==> src/rtl/half_ser_pkg.sv <==
// Shared types and defaults for the half-word serializer.
package half_ser_pkg;

  // Serializer FSM states.
  typedef enum logic [1:0] {
    IDLE        = 2'd0,
    SEND_FIRST  = 2'd1,
    SEND_SECOND = 2'd2
  } ser_state_t;

  // Default word width.
  localparam int unsigned SER_DEFAULT_N = 32'd16;

endpackage : half_ser_pkg

==> src/rtl/half_word_serializer.sv <==
// Half-word serializer: takes an N-bit word plus per-half send flags and
// emits the selected halves, one per cycle, over an N/2-bit valid/ready
// stream. A new word may be taken in the same cycle as the final half of
// the previous word transfers, so consecutive words run without a bubble.
module half_word_serializer
  import half_ser_pkg::*;
#(
  parameter int unsigned N        = SER_DEFAULT_N,
  parameter bit          HI_FIRST = 1'b1
) (
  input  logic                    clk,
  input  logic                    clear_n,
  input  logic                    in_valid,
  output logic                    in_ready,
  input  logic [N-32'd1:0]        in_data,
  input  logic                    in_sendh,
  input  logic                    in_sendl,
  output logic                    out_valid,
  input  logic                    out_ready,
  output logic [(N/32'd2)-32'd1:0] out_data,
  output logic                    out_is_hi,
  output logic                    out_last
);

  localparam int unsigned H = N / 32'd2;

  // Reject widths that cannot be split into two equal halves.
  generate
    if (((N % 32'd2) != 32'd0) || (N < 32'd2)) begin : g_bad_width
      $error("half_word_serializer: N must be even and >= 2");
    end
  endgenerate

  // State and held word.
  ser_state_t         r_state;
  ser_state_t         w_state_next;
  logic [N-32'd1:0]   r_word;
  logic               r_sendh;
  logic               r_sendl;

  // Registered output stream.
  logic               r_out_valid;
  logic [H-32'd1:0]   r_out_data;
  logic               r_out_is_hi;
  logic               r_out_last;

  // Handshake decode.
  logic               w_accept;
  logic               w_xfer;
  logic               w_in_ready;
  logic               w_has_second;

  // First half selected from an incoming word.
  ser_state_t         w_acc_state;
  logic               w_acc_valid;
  logic [H-32'd1:0]   w_acc_data;
  logic               w_acc_is_hi;
  logic               w_acc_last;

  // Next values of the output register.
  logic               w_valid_next;
  logic [H-32'd1:0]   w_data_next;
  logic               w_is_hi_next;
  logic               w_last_next;

  assign w_in_ready   = (r_state == IDLE) || (r_out_valid && r_out_last && out_ready);
  assign w_accept     = in_valid && w_in_ready;
  assign w_xfer       = r_out_valid && out_ready;
  assign w_has_second = r_sendh && r_sendl;

  assign in_ready  = w_in_ready;
  assign out_valid = r_out_valid;
  assign out_data  = r_out_data;
  assign out_is_hi = r_out_is_hi;
  assign out_last  = r_out_last;

  // Decode which half of an incoming word goes out first, and whether it is the last.
  always_comb begin
    w_acc_valid = in_sendh | in_sendl;
    w_acc_state = (in_sendh | in_sendl) ? SEND_FIRST : IDLE;
    w_acc_last  = 1'b1;
    w_acc_is_hi = 1'b0;
    w_acc_data  = in_data[H-32'd1:0];
    if (in_sendh && in_sendl) begin
      w_acc_last  = 1'b0;
      w_acc_is_hi = HI_FIRST;
      w_acc_data  = HI_FIRST ? in_data[N-32'd1:H] : in_data[H-32'd1:0];
    end else if (in_sendh) begin
      w_acc_is_hi = 1'b1;
      w_acc_data  = in_data[N-32'd1:H];
    end else begin
      w_acc_is_hi = 1'b0;
      w_acc_data  = in_data[H-32'd1:0];
    end
  end

  // State register.
  always_ff @(posedge clk or negedge clear_n) begin
    if (!clear_n) begin
      r_state <= IDLE;
    end else begin
      r_state <= w_state_next;
    end
  end

  // Next-state logic: advance on half transfers, chain straight into a new word when one is accepted.
  always_comb begin
    w_state_next = r_state;
    case (r_state)
      IDLE: begin
        if (w_accept) begin
          w_state_next = w_acc_state;
        end else begin
          w_state_next = IDLE;
        end
      end
      SEND_FIRST: begin
        if (!w_xfer) begin
          w_state_next = SEND_FIRST;
        end else if (w_has_second) begin
          w_state_next = SEND_SECOND;
        end else if (w_accept) begin
          w_state_next = w_acc_state;
        end else begin
          w_state_next = IDLE;
        end
      end
      SEND_SECOND: begin
        if (!w_xfer) begin
          w_state_next = SEND_SECOND;
        end else if (w_accept) begin
          w_state_next = w_acc_state;
        end else begin
          w_state_next = IDLE;
        end
      end
      default: begin
        w_state_next = IDLE;
      end
    endcase
  end

  // Output decode: load a new first half, step to the second half, retire, or hold stable.
  always_comb begin
    w_valid_next = r_out_valid;
    w_data_next  = r_out_data;
    w_is_hi_next = r_out_is_hi;
    w_last_next  = r_out_last;
    if (w_accept) begin
      w_valid_next = w_acc_valid;
      w_data_next  = w_acc_data;
      w_is_hi_next = w_acc_is_hi;
      w_last_next  = w_acc_last;
    end else if (w_xfer && (r_state == SEND_FIRST) && w_has_second) begin
      w_valid_next = 1'b1;
      w_data_next  = r_out_is_hi ? r_word[H-32'd1:0] : r_word[N-32'd1:H];
      w_is_hi_next = ~r_out_is_hi;
      w_last_next  = 1'b1;
    end else if (w_xfer) begin
      w_valid_next = 1'b0;
    end else begin
      w_valid_next = r_out_valid;
    end
  end

  // Output register and held word/flags; the word is captured only on accept.
  always_ff @(posedge clk or negedge clear_n) begin
    if (!clear_n) begin
      r_word      <= '0;
      r_sendh     <= 1'b0;
      r_sendl     <= 1'b0;
      r_out_valid <= 1'b0;
      r_out_data  <= '0;
      r_out_is_hi <= 1'b0;
      r_out_last  <= 1'b0;
    end else begin
      if (w_accept) begin
        r_word  <= in_data;
        r_sendh <= in_sendh;
        r_sendl <= in_sendl;
      end
      r_out_valid <= w_valid_next;
      r_out_data  <= w_data_next;
      r_out_is_hi <= w_is_hi_next;
      r_out_last  <= w_last_next;
    end
  end

endmodule : half_word_serializer

==> config.mk <==
export PLATFORM = sky130hd
export DESIGN_NAME = half_word_serializer
export DESIGN_NICKNAME = d
export VERILOG_FILES = /design/src/rtl/half_ser_pkg.sv /design/src/rtl/half_word_serializer.sv
export SDC_FILE = /design/constraint.sdc
export NUM_CORES = 1
export LEC_CHECK = 0
export ABC_AREA = 1
export CAP_MARGIN = 20
export CORE_MARGIN = 4
export CORE_UTILIZATION = 50
export DETAILED_ROUTE_END_ITERATION = 8
export GPL_TIMING_DRIVEN = 0
export PLACE_DENSITY = 0.79
export SLEW_MARGIN = 40
export SYNTH_ARGS = -nofsm -noshare
export SYNTH_HDL_FRONTEND = slang
export SYNTH_SLANG_ARGS = --single-unit
==> constraint.sdc <==
create_clock -name clk -period 1.53 [get_ports clk]
set_input_delay 0.306 -clock clk [delete_from_list [all_inputs] [get_ports clk]]
set_output_delay 0.306 -clock clk [all_outputs]
set_load 0.01 [all_outputs]
After elaboration in Yosys (flattened, before gate mapping)
Cells that the tools add are included.
{"block": "word_totals", "register_bits": 31, "inputBits": 22, "out_inout_bits": 12, "elab_cells": 45}
{"block": "op_classes", "n_eq_ne": 2, "muxes": 21, "n_bitwise": 2, "n_reduce_logical": 12}
{"operator": "$mux 8", "n": 5}
{"operator": "$mux 1", "n": 12}
{"operator": "$logic_and 1x1->1", "n": 8}
{"operator": "$mux 2", "n": 3}
{"operator": "$pmux 2 s3", "n": 1}
{"operator": "$reduce_bool 3->1", "n": 1}
{"operator": "$eq 2x1->1 const B", "n": 1}
{"operator": "$eq 2x2->1 const B", "n": 1}
{"operator": "$logic_not 2->1", "n": 1}
{"operator": "$reduce_bool 2->1", "n": 1}
{"operator": "$logic_or 1x1->1", "n": 1}
{"operator": "$not 1->1", "n": 1}
{"operator": "$or 1x1->1", "n": 1}

Logic depth before layout (Yosys ltp)
Gate-level depths: netlist of the first run.
{"block": "depth", "ltp_word": 8, "depth_mapped": 8, "ltp_nobuf": 7}

Worst setup path before layout of the first run
No wires, ideal clock.
{"block": "synth_path", "kind": "register to register", "startpoint": "register r_out_valid (netlist: out_valid)", "endpoint": "register r_out_data[0] (netlist: out_data[0])", "setup_ns": 0.125, "arrival_time_ns": 1.106, "required_ns": 1.405, "path_slack_ns": 0.299, "stages_incl_launch_ff": 8, "n_path_buf": 2, "synth_period_minus_slack_ns": 1.231, "cell_sequence": "dfrtp_1 nand3_2 nand2_4 nand2_2 buf_6 buf_6 nand3_1 nand3_1"}
{"block": "synth_via", "elab_chain_cells": 5, "word_cells_on_any_way": 9, "cone_classes": "1 x mux; 8 x reduce/logical"}
{"element": "from (decl)", "line": "half_word_serializer.sv:42", "source": "logic r_out_valid;"}
{"element": "from (signal assigned)", "line": "half_word_serializer.sv:182", "source": "r_out_valid <= w_valid_next;"}
{"element": "$logic_and 1x1->1 * (2 in series)", "line": "half_word_serializer.sv:66", "source": "assign w_in_ready = (r_state == IDLE) || (r_out_valid && r_out_last && out_ready);"}
{"element": "$logic_or 1x1->1 *", "line": "half_word_serializer.sv:66"}
{"element": "net in_ready", "line": "half_word_serializer.sv:14", "source": "output logic in_ready,"}
{"element": "$logic_and 1x1->1 *", "line": "half_word_serializer.sv:67", "source": "assign w_accept = in_valid && w_in_ready;"}
{"element": "$mux 8 / $reduce_bool 2->1 (equally long branches)"}
{"element": "to (signal assigned)", "line": "half_word_serializer.sv:183", "source": "r_out_data <= w_data_next;"}
{"element": "to (decl)", "line": "half_word_serializer.sv:43", "source": "logic [H-32'd1:0] r_out_data;"}
Mark *: on every way through the listed nets, which the timed path passes. The rest lies on a longest branch.
A chain may end at the register's enable or synchronous reset.

Worst setup path after layout of the first run
{"block": "layout_path", "startpoint": "register r_out_valid (netlist: out_valid)", "endpoint": "output out_valid"}
{"element": "to (decl)", "line": "half_word_serializer.sv:18", "source": "output logic out_valid,"}
No word-level cell between the ends.

==> out/results.ini, run 1 <==
[yosys]
netlist_area_sq_um=1567
synthCells=201
synth_top_cell_area_share_pct=49.52
syn_avg_cell_area_sq_um=7.794
synth-seq-cells=31
synthDistinctLibCells=18
seq_area_frac_synth_pct=49.52
syn-num-nets=223
yosysWarnings=0
synthTopCellsByArea=dfrtp_1 50%, nand2_1 20%, nand3_1 9.9%, o21ai_0 5.1%, buf_6 3.6%
yosys.area.top_type=dfrtp_1

[run]
cap_viol_max_count=0

[global_route]
overflow=0
track_usage_pct=19.91
antenna_found_initial=0
grt_max_degree=32
grt_pass1_wl_mm=6.272
grt_pass1_vias=1346

[power_and_ir_drop]
p_int_mw=2.085
pwr-share-clk_pct=14.2
p_leak_nw=1.052
switching_share_pct=39.47
seqPwrFrac_pct=41.2
power.density_nw_per_um2=1710
switching_power_mw=1.360
peakVddDrop_mv=0.9121
p_comb_share_pct=44.5

[sta]
period_minus_slack_ns=1.475
fin_crit_sh_pct=96.39
tightest_slew_ns=0.6817
hold_violations=0
maxSlewViolCount=0
setup_viol=0
fin_skew_ns=0.01040
max_freq_mhz=678.1
slew_headroom_pct=54.55
rsz0062_at_grt=false

[routing]
wl_mm=3.746
first_pass_iters=4
drc_errors=0
routed-via-count=1434
drt_iter0_markers=58
avgViaCountPerCell=4.979
wl_per_cell_microns=13.01
drt.antenna.violating_nets=0

[worst_setup_path]
cp.arrival_ns=1.17
cp.required_ns=1.22
reg2reg_slack_ns=0.17
endpoint_kind=output pin
cp_max_fo=4
critPathKind=reg -> out
start_kind=register

[status]
status=completed

[die]
core-area_sq_um=3028
die_h_microns=63.98
pin_count=34
fp.dieW_microns=63.98
die_area_sq_um=4093
num_rows=20
start_util_pct=51.74

[clock_network]
cts.htree.levels=2
holdBufCountCts=0
clk_pin_slew_ns=0.10
insertion_delay_ns=0.33
cts_sinks=31
numCtsBuffers=5
clockBufferDepth=2
cts_tree=done
cts-root-buf=clkbuf_4

[layout]
register_area_sq_um=775.7
multi_input_area_sq_um=656.9
final_common_cell=nand2_1
num-fill-cells=270
area_growth_pct=28.59
drive_gt1_share_pct=13.52
utilization_pct=66.53
nets=266
final_cell_mix=82 x nand2_1, 31 x nand3_1, 31 x dfrtp_1
stdcell_count=288
antennaDiodeCount=0

[placed_design]
dp_hpwl_mm=2.528
dp.cells=277
gp_congestion=0.8090
port_buffers=32

[hold_path]
hp-class=in -> async

==> worst max-delay path, cell delays in order (launching register included) <==
cell	delay (ns)
dfrtp_1	0.42
buf_4	0.14
dlygate4sd2_1	0.27
==> logic make-up (layout without fill, tap and decap cells) <==
group	count (synthesis)	after routing	synth area share (%)
AO/OA/AOI/OAI	21	21	7.828
buffers and inverters	24	67	8.545
flip-flops	31	31	49.52
AND/OR/NAND/NOR	125	125	34.11
==> metal layers <==
layer | wire length, microns | share of wire (%) | up-vias | GRT usage [%]
li1 | - | - | 725 | -
met2 | 1861 | 50 | 42 | 32.65
met1 | 1627 | 43 | 661 | 26.02
met3 | 213 | 5.7 | 6 | 5.097
met5 | 0 | 0 | - | 0
met4 | 44 | 1.2 | 0 | 5.391
==> cell usage after synthesis (all sizes together) <==
master,instances
a21boi,1
a21oi,2
buf,10
clkinv,1
dfrtp,31
inv,13
nand2,85
nand3,32
nor2,7
o21ai,18
or2,1
==> power groups by stage <==
stage,Sequential (mW),Combinational [mW],Clock (mW)
after floorplan,1.46,0.905,0
after global placement,1.43,1.56,0
after detailed placement,1.44,1.59,0
after CTS,1.42,1.50,0.491
after global routing,1.47,1.73,0.531
final,1.42,1.53,0.490
==> sequential cells by signal, summed over array words and instances (netlist names) <==
register and cells:
r_word 16, out_data 8, r_state 2, out_is_hi 1
out_last 1, out_valid 1, r_sendh 1, r_sendl 1
==> metrics by stage <==
step                hold WS [ns]  TNS (ns)  instance area, sq um  setup slack [ns]  power (mW)
finish                  0.004435         0                  2014           0.05527       3.445
global route             0.04003         0                  2014          0.007001       3.731
CTS                      0.02403  -0.01720                  1982          -0.01720       3.408
detailed placement        0.3828    -4.515                  1937           -0.3383       3.024
global placement          0.4628    -16.62                  1942           -0.4025       2.986
floorplan                0.01041         0                  1567            0.2986       2.369
==> path summary, 6_finish.rpt <==
| path | startpoint | endpoint | cells past startpoint |
|---|---|---|---|
| min in group clk | out_ready | r_state[0]$_DFF_PN0_ | 4 |
| max in group asynchronous | clear_n | out_data[1]$_DFFE_PN0P_ | 1 |
| worst max-delay path | out_valid$_DFFE_PN0P_ | out_valid | 2 |
| worst min register to register | r_word[5]$_DFFE_PN0N_ | r_word[5]$_DFFE_PN0N_ | 2 |
| worst min-delay path | clear_n | r_word[15]$_DFFE_PN0N_ | 1 |
| worst max register to register | out_valid$_DFFE_PN0P_ | out_data[1]$_DFFE_PN0P_ | 6 |
==> repair_timing <==
item	4_1_cts	5_1_grt
endpoints found under the setup margin	11	12
endpoints found under the hold margin	0	0
pin swaps	1	2
buffers inserted	0	4
resized for setup	13	5
==> layout make-up <==
type,count,area share (%)
plain buffers,10,4.037
clock buffers,6,2.547
clock inverters,1,0.2484
inverters,14,2.795
multi-input cells,146,32.61
flip-flops and latches,31,38.51
well taps,44,2.733
repair buffers,36,16.52
(Power assumes the default switching activity.)
==> inputs of run 2 (changes only) <==
Settings changed: PLACE_DENSITY 0.79 to 0.77.
==> run 2 against run 1 <==
  * Design area rose by 1.5%
  * Final cell count rose by 1.0%
  * Die area did not move
  * Core utilization rose by 0.99 points
  * Worst setup slack got worse by 0.011 ns
  * Non-clock buffer count rose by 2
  * Total power fell by 0.86%
  * First-iteration DRC count rose by 110%
  * Global-route usage rose by 0.42 points
  * Maximum frequency fell by 0.76%
  * Hold slack improved by 0.41 ns
  * Sequential cell count did not move
  * Critical endpoint is now in_ready
==> out/results.ini, run 2 (same netlist as run 1, synthesis figures left out) <==
[global_route]
track_usage_pct=20.33  ; was 19.91%
overflow=0  ; unchanged
grt_pass1_wl_mm=6.334  ; was 6.272 mm
grt_pass1_vias=1395  ; was 1,346
antenna_found_initial=0  ; unchanged
grt_max_degree=18  ; was 32

[layout]
largest_register_ffs=16  ; unchanged
drive_gt1_share_pct=12.96  ; was 13.52%
top_register=r_word  ; unchanged
utilization_pct=67.52  ; was 66.53%
antennaDiodeCount=0  ; unchanged
num-fill-cells=305  ; was 270
final_cell_mix=82 x nand2_1, 31 x nand3_1, 31 x dfrtp_1  ; unchanged
nets=268  ; was 266
multi_input_area_sq_um=656.9  ; unchanged
final_common_cell=nand2_1  ; unchanged
register_area_sq_um=775.7  ; unchanged
area_growth_pct=30.51  ; was 28.59%

[power_and_ir_drop]
p_int_mw=2.051  ; was 2.085 mW
p_comb_share_pct=45.3  ; was 44.5%
peakVddDrop_mv=0.8867  ; was 0.9121 mV
power.density_nw_per_um2=1671  ; was 1710 nW/um^2
p_leak_nw=1.060  ; was 1.052 nW
pwr-share-clk_pct=13.2  ; was 14.2%
seqPwrFrac_pct=41.5  ; was 41.2%
switching_power_mw=1.364  ; was 1.360 mW
switching_share_pct=39.94  ; was 39.47%

[clock_network]
cts_sinks=31  ; unchanged
insertion_delay_ns=0.33  ; about the same
clockBufferDepth=2  ; unchanged
cts-root-buf=clkbuf_4  ; unchanged
cts_tree=done  ; unchanged
cts.htree.levels=2  ; unchanged
numCtsBuffers=5  ; unchanged
clk_pin_slew_ns=0.09  ; was 0.10 ns

[sta]
fin_skew_ns=0.004647  ; was 0.01040 ns
worst_slack_ns=0.04403  ; was 0.05527 ns
setup_viol=0  ; unchanged
tns_ns=0  ; unchanged
slew_headroom_pct=73.37  ; was 54.55%
hold_violations=0  ; unchanged
tightest_slew_ns=0.3994  ; was 0.6817 ns
fin_crit_sh_pct=97.12  ; was 96.39%
max_freq_mhz=673.0  ; was 678.1 MHz
period_minus_slack_ns=1.486  ; was 1.475 ns
maxSlewViolCount=0  ; unchanged

[worst_setup_path]
start_kind=register  ; unchanged
cp.arrival_ns=1.18  ; was 1.17 ns
worst_path_most_repeated_cell=nand2_4
endpoint_kind=output pin  ; unchanged
cp.required_ns=1.22  ; about the same
endpoint=in_ready  ; was out_valid
reg2reg_slack_ns=0.11  ; was 0.17 ns
cp_max_fo=3  ; was 4
critPathKind=reg -> out  ; unchanged
timing.rr.start=out_valid$_DFFE_PN0P_  ; unchanged
crit_start=r_state[0]$_DFF_PN0_  ; was out_valid$_DFFE_PN0P_
slowest_stage=dfrtp_1  ; unchanged
rr_worst_depth=6  ; unchanged
cpPeakStageDelay_ns=0.40  ; was 0.42 ns
crit_chain=inv_2, nand2_4, nand2_4, clkdlybuf4s15_2  ; was buf_4, dlygate4sd2_1
r2r-end=out_is_hi$_DFFE_PN0P_  ; was out_data[1]$_DFFE_PN0P_

[routing]
first_pass_iters=4  ; unchanged
routed-via-count=1446  ; was 1,434
wl_per_cell_microns=13.07  ; was 13.01 microns
drt_iter0_markers=119  ; was 58
wl_mm=3.804  ; was 3.746 mm
drc_errors=0  ; unchanged
avgViaCountPerCell=4.969  ; was 4.979
drt.antenna.violating_nets=0  ; unchanged

[die]
die_area_sq_um=4093  ; unchanged
fp.dieW_microns=63.98  ; unchanged
die_h_microns=63.98  ; unchanged
start_util_pct=51.74  ; unchanged
core-area_sq_um=3028  ; unchanged
pin_count=34  ; unchanged
num_rows=20  ; unchanged

[placed_design]
pre_cts_ws_ns=-0.3541  ; was -0.3383 ns
dp_hpwl_mm=2.587  ; was 2.528 mm
gp_congestion=0.7890  ; was 0.8090
port_buffers=32  ; unchanged

[run]
cap_viol_max_count=0  ; unchanged

[hold_path]
hp-class=in -> reg  ; was in -> async

[status]
status=completed  ; unchanged

run 2: area by class of cell:
class	count	share of cell area, %
Sequential cell	31	37.94
Multi-Input combinational cell	146	32.13
Timing Repair Buffer	38	18.24
Buffer	10	3.978
Tap cell	44	2.693
Inverter	14	2.570
Clock buffer	7	2.203
Clock inverter	1	0.2448
run 2: stage by stage:
step | power (mW) | instance area (sq um) | std cells | hold slack (ns)
3_5_place_dp | 3.031 | 1964 | 278 | 0.2495
6_report | 3.415 | 2044 | 291 | 0.4113
5_1_grt | 3.709 | 2044 | 291 | 0.4421
4_1_cts | 3.409 | 2027 | 289 | 0.4311
2_1_floorplan | 2.369 | 1567 | 201 | 0.01041
3_3_place_gp | 2.983 | 1942 | 277 | 0.4616
run 2: what timing repair did:
item	CTS	global route
hold buffers	1	0
pin swaps	1	1
gates resized for setup	15	1
hold endpoints to repair	14	0
endpoints found under the setup margin	12	2
gates cloned	0	0
buffers inserted	2	2
run 2: per-layer routing:
metal / global-route usage, % / wire, microns / vias to the layer above / part of all wire, %
li1: - / - / 729 / -
met1: 26.70 / 1719 / 665 / 45
met2: 32.65 / 1768 / 48 / 46
met3: 5.800 / 280 / 4 / 7.4
met4: 5.660 / 34 / 0 / 0.89
met5: 0 / 0 / - / 0
run 2: critical path: cells and delay by family, from the launching register on:
family                 cells  cell delay (ns)
DFF                        1             0.40
buffers and inverters      2             0.31
and+or+nand+nor            2             0.15
run 2: power groups by stage:
stage | Clock, mW | Combinational [mW] | Sequential, mW
floorplan | 0 | 0.905 | 1.46
global placement | 0 | 1.56 | 1.43
detailed placement | 0 | 1.59 | 1.44
CTS | 0.463 | 1.53 | 1.42
global route | 0.508 | 1.72 | 1.48
finish | 0.451 | 1.55 | 1.42
run 2: worst min path at each step:
stage | start | to | slack [ns] | cells after the start
floorplan | clear_n | out_data[0]$_DFFE_PN0P_ | 0.01 | 0
global placement | r_word[14]$_DFFE_PN0N_ | r_word[14]$_DFFE_PN0N_ | 0.46 | 2
detailed placement | clear_n | r_state[0]$_DFF_PN0_ | 0.25 | 1
CTS | clear_n | out_data[6]$_DFFE_PN0P_ | 0.43 | 2
global route | clear_n | out_data[6]$_DFFE_PN0P_ | 0.44 | 2
finish | out_ready | r_state[1]$_DFF_PN0_ | 0.41 | 4
